===== src/rtl/dsp48a1_pkg.sv =====
// dsp48a1_pkg: shared field positions, mux select codes and widths for the DSP48A1 slice
package dsp48a1_pkg;
  localparam int P_W = 48;
  localparam int M_W = 36;
  localparam int OP_X_LSB = 0;
  localparam int OP_Z_LSB = 2;
  localparam int OP_CIN = 5;
  localparam int OP_SUB = 7;
  localparam logic [1:0] X_ZERO = 2'd0;
  localparam logic [1:0] X_M = 2'd1;
  localparam logic [1:0] X_P = 2'd2;
  localparam logic [1:0] X_DAB = 2'd3;
  localparam logic [1:0] Z_ZERO = 2'd0;
  localparam logic [1:0] Z_PCIN = 2'd1;
  localparam logic [1:0] Z_P = 2'd2;
  localparam logic [1:0] Z_C = 2'd3;
  function automatic logic [P_W-1:0] sext_m(input logic [M_W-1:0] m);
    return {{(P_W-M_W){m[M_W-1]}}, m};
  endfunction
endpackage


===== src/rtl/dsp_post_adder_pipe_stage.sv =====
// pipe_stage: enable register with async active-high reset, or a plain wire when EN=0
module pipe_stage #(
  parameter int W = 1,
  parameter bit EN = 1'b1
) (
  input  logic         clk,
  input  logic         rst,
  input  logic         ce,
  input  logic [W-1:0] d,
  output logic [W-1:0] q
);
  if (EN) begin : g_reg
    logic [W-1:0] q_q;
    // reset dominates the enable; otherwise load on ce, else hold
    always_ff @(posedge clk or posedge rst)
      if (rst) q_q <= '0;
      else if (ce) q_q <= d;
    assign q = q_q;
  end else begin : g_wire
    logic unused_ctl;
    assign unused_ctl = ^{clk, rst, ce};
    assign q = d;
  end
endmodule


===== src/rtl/dsp_post_adder.sv =====
// dsp_post_adder: X/Z muxes, add/subtract with carry-in and pipelined P/carryout of the DSP48A1 slice
module dsp_post_adder
  import dsp48a1_pkg::*;
#(
  parameter int CREG = 1,
  parameter int OPMODEREG = 1,
  parameter int CARRYINREG = 1,
  parameter int PREG = 1,
  parameter int CARRYOUTREG = 1,
  parameter CARRYINSEL = "OPMODE5"
) (
  input  logic           clk,
  input  logic           rst,
  input  logic           ce_c,
  input  logic           ce_opmode,
  input  logic           ce_carryin,
  input  logic           ce_p,
  input  logic [7:0]     opmode,
  input  logic [M_W-1:0] m_in,
  input  logic [P_W-1:0] c_in,
  input  logic [P_W-1:0] dab_in,
  input  logic [P_W-1:0] pcin,
  input  logic           carryin,
  output logic [P_W-1:0] p,
  output logic [P_W-1:0] pcout,
  output logic           carryout
);
  if (CARRYINSEL != "OPMODE5" && CARRYINSEL != "CARRYIN") begin : g_bad_sel
    $fatal(1, "dsp_post_adder: CARRYINSEL must be OPMODE5 or CARRYIN");
  end
  logic [P_W-1:0] c_q, p_q, x_mux, z_mux;
  logic [7:0]     opm_q;
  logic [1:0]     x_sel, z_sel;
  logic           cin_d, cin_q, co_q;
  logic [P_W:0]   cin_w, r_d;
  logic           unused_op;
  assign cin_d = (CARRYINSEL == "CARRYIN") ? carryin : opmode[OP_CIN];
  pipe_stage #(.W(P_W), .EN(CREG != 0)) u_c (
    .clk(clk), .rst(rst), .ce(ce_c), .d(c_in), .q(c_q));
  pipe_stage #(.W(8), .EN(OPMODEREG != 0)) u_opm (
    .clk(clk), .rst(rst), .ce(ce_opmode), .d(opmode), .q(opm_q));
  pipe_stage #(.W(1), .EN(CARRYINREG != 0)) u_cin (
    .clk(clk), .rst(rst), .ce(ce_carryin), .d(cin_d), .q(cin_q));
  pipe_stage #(.W(P_W), .EN(PREG != 0)) u_p (
    .clk(clk), .rst(rst), .ce(ce_p), .d(r_d[P_W-1:0]), .q(p_q));
  pipe_stage #(.W(1), .EN(CARRYOUTREG != 0)) u_co (
    .clk(clk), .rst(rst), .ce(ce_carryin), .d(r_d[P_W]), .q(co_q));
  assign x_sel = opm_q[OP_X_LSB +: 2];
  assign z_sel = opm_q[OP_Z_LSB +: 2];
  assign unused_op = ^{opm_q[6], opm_q[OP_CIN], opm_q[4]};
  // operand selection and 49-bit add/subtract; bit 48 is carry or borrow
  always_comb begin
    x_mux = x_sel == X_M ? sext_m(m_in) : x_sel == X_P ? p_q : x_sel == X_DAB ? dab_in : '0;
    z_mux = z_sel == Z_PCIN ? pcin : z_sel == Z_P ? p_q : z_sel == Z_C ? c_q : '0;
    cin_w = {{P_W{1'b0}}, cin_q};
    r_d = opm_q[OP_SUB] ? {1'b0, z_mux} - ({1'b0, x_mux} + cin_w)
                        : {1'b0, z_mux} + {1'b0, x_mux} + cin_w;
  end
  if (PREG == 0) begin : g_fb_chk
    // feedback through an unregistered P would be a combinational loop
    always @(posedge clk)
      assert (rst || (x_sel != X_P && z_sel != Z_P))
        else $error("dsp_post_adder: P feedback selected with PREG=0");
  end
  assign p = p_q;
  assign pcout = p_q;
  assign carryout = co_q;
endmodule


===== config.mk =====
export PLATFORM = sky130hd
export DESIGN_NAME = dsp_post_adder
export DESIGN_NICKNAME = d
export VERILOG_FILES = /design/src/rtl/dsp48a1_pkg.sv /design/src/rtl/dsp_post_adder_pipe_stage.sv /design/src/rtl/dsp_post_adder.sv
export SDC_FILE = /design/constraint.sdc
export NUM_CORES = 1
export LEC_CHECK = 0
export ABC_CLOCK_PERIOD_IN_PS = 12550
export CAP_MARGIN = 20
export CORE_ASPECT_RATIO = 1.75
export CORE_UTILIZATION = 25
export DETAILED_ROUTE_END_ITERATION = 8
export DONT_BUFFER_PORTS = 1
export SLEW_MARGIN = 20
export SYNTH_ARGS = -nofsm -noshare
export SYNTH_HDL_FRONTEND = slang
export SYNTH_HIERARCHICAL = 1
export SYNTH_SLANG_ARGS = --single-unit

===== constraint.sdc =====
create_clock -name clk -period 12.55 [get_ports clk]
set_input_delay 1.255 -clock clk [delete_from_list [all_inputs] [get_ports clk]]
set_output_delay 1.255 -clock clk [all_outputs]
set_load 0.005 [all_outputs]

==> impl_metrics.ini <==
[placement]
hpwlAfterDp_um = 36600
dp.cells = 2114
place.gp.congestion = 0.9441
port_buffers = 0

[floorplan]
fp-row-count = 111
design.portCount = 292
die_h_um = 307.4
die_area_um2 = 54250
core-area_um2 = 52500
start_util_pct = 25.38
dieWidth_um = 176.5

[setup_path]
crit_fanout = 47
cp-start-kind = flop
path_class = flop to flop
arrival_ps = 7170
critPathCaptureType = flop
cp.required_ps = 12870

[route]
vias = 11104
detail_route.iter0.violations = 519
dr.pass1.iters = 6
drc = 0
routed_via_density = 5.213
ant_nets = 0
totalWireLength_um = 47100
detail_route.wl_per_cell_um = 22.11

[synthesis]
syn_nets = 1884
syn_area_um2 = 13320
yosys_warnings = 6
syn_inst = 1550
syn_avg_cell_area_um2 = 8.595

[timing]
rsz0062_at_grt = false
finalMaxSlewViolations = 0
worstMarginPinSlew_ps = 1012
fin_crit_sh_pct = 54.56
min_period_ps = 6848
relSlewSlack_pct = 30.79
fin_setup_tns_ps = 0
fmax_mhz = 146.0
setup_viol = 0
finalClockSkew_ps = 20.82
hold_violations = 0

[global_routing]
antenna_found_initial = 0
grt.total_usage_pct = 17.34
grt_pass1_wl_um = 69900
grt_max_degree = 52
grt_pass1_vias = 11655
gr-total-overflow = 0

[cells_and_area]
area_growth_pct = 3.954
fin_nets = 1781
drive_above_1_share_pct = 17.15
antenna_cells = 0
layout.cells.non_filler = 2130

[cts]
clk_latency_ps = 430
clock-sinks = 103
cts_hold_buf = 0
cts_tree = yes
cts_setup_buffers = 0
cts.clk_slew.worst_paths_ps = 100
root_buffer = clkbuf_16
cts_max_level = 3
cts_max_path_buffers = 2
cts_resized = 0
cts_inserted_buffers = 9

[pwr]
ir_worst_vdd_mv = 0.09601
pwr_density_cell_nw_per_um2 = 235.6
p_leak_nw = 6.221

[min_path]
hp-class = flop to flop

[run_status]
status = complete, no violations

[job]
drv_cap = 0
==> where the power goes <==
part           switching [W]  internal (W)  leakage, nW  total (W)
sequential          0.000190      0.000433         1.20   0.000623
combinational        0.00132       0.00100         4.88    0.00233
clock               0.000174      0.000139        0.135   0.000314
==> state kept, by name, indices dropped and copies added, names as in the netlist <==
| register | count |
|---|---|
| u_opm/q | 5 |
| u_c/q | 48 |
| u_cin/q | 1 |
| u_co/q | 1 |
| u_p/q | 48 |
==> layer usage <==
layer / part of all wire (%) / wire, um / vias to the layer above / global-route usage [%]
met5: 0 / 0 / - / 0
met4: 3.6 / 1675 / 0 / 8.440
met3: 4.2 / 1976 / 68 / 2.148
met2: 55 / 26060 / 366 / 33.86
met1: 37 / 17390 / 5379 / 17.72
li1: - / - / 5291 / -
==> metrics by stage <==
step                worst slack, ps  power (W)  cell area [um^2]  util (%)  hold slack, ps
floorplan                      7414   0.002456             13320         -           474.9
global placement               5805   0.002925             13560     25.83           483.5
detailed placement             5671   0.002948             13560     25.83           492.3
CTS                            5674   0.003287             13850     26.38           510.4
global route                   5341   0.003555             13850     26.38           526.6
finish                         5702   0.003263             13850     26.38           506.1
==> path summary, 6_finish.rpt <==
kind	slack, ps	endpoint	from	depth (start not counted)
min in group asynchronous	540	u_co/q$_DFFE_PP0P_	rst	1
max reg2reg	5700	u_p/q[46]$_DFFE_PP0P_	u_opm/q[3]$_DFFE_PP0P_	18
min reg2reg	510	u_c/q[16]$_DFFE_PP0P_	u_c/q[16]$_DFFE_PP0P_	1
max	5700	u_p/q[46]$_DFFE_PP0P_	u_opm/q[3]$_DFFE_PP0P_	18
min	510	u_c/q[16]$_DFFE_PP0P_	u_c/q[16]$_DFFE_PP0P_	1
max in group asynchronous	10790	u_c/q[43]$_DFFE_PP0P_	rst	2
==> layout make-up <==
type                       count  area [um^2]
multi-input combinational   1197         9578
fill                        5687        38650
sequential                   103         2584
clock buffer                   9        225.2
clock inverter                 7        61.31
inverter                     125        469.2
timing repair buffer          11        82.58
tap                          678        848.3
==> layout by cell type (no fill, tap or decap), drive strengths merged, types with 4 or more instances in the layout <==
master   instances
a211o            4
nand2b          14
a21boi           9
o21bai          17
and3             5
mux2           206
nand3           26
and2             7
nand4           16
nor2b           14
a31oi           12
inv            129
nand2          124
a21o            56
a2111oi          4
nor4             5
a211oi           8
o21a            10
a22o            76
nor3            15
o31ai           10
xor2            32
ha             137
nor2            78
clkbuf           9
xnor2           50
buf             11
a21oi          106
or3              9
o21ai           75
a22oi            8
dfrtp          103
mux2i            6
o31a             5
==> critical path: stages (launching register included) <==
cell and delay (ps):
dfrtp_2 820, buf_4 520, nor2b_4 240, buf_4 570, a22o_1 340, inv_1 90
fa_1 460, nor2b_1 190, o21bai_1 130, a31oi_1 500, a21oi_1 140, buf_4 200
a2111oi_0 870, o21ai_1 460, nor4b_1 400, a2111oi_1 120, xnor2_1 140, mux2_2 270
mux2_2 260
(Power assumes the default switching activity.)
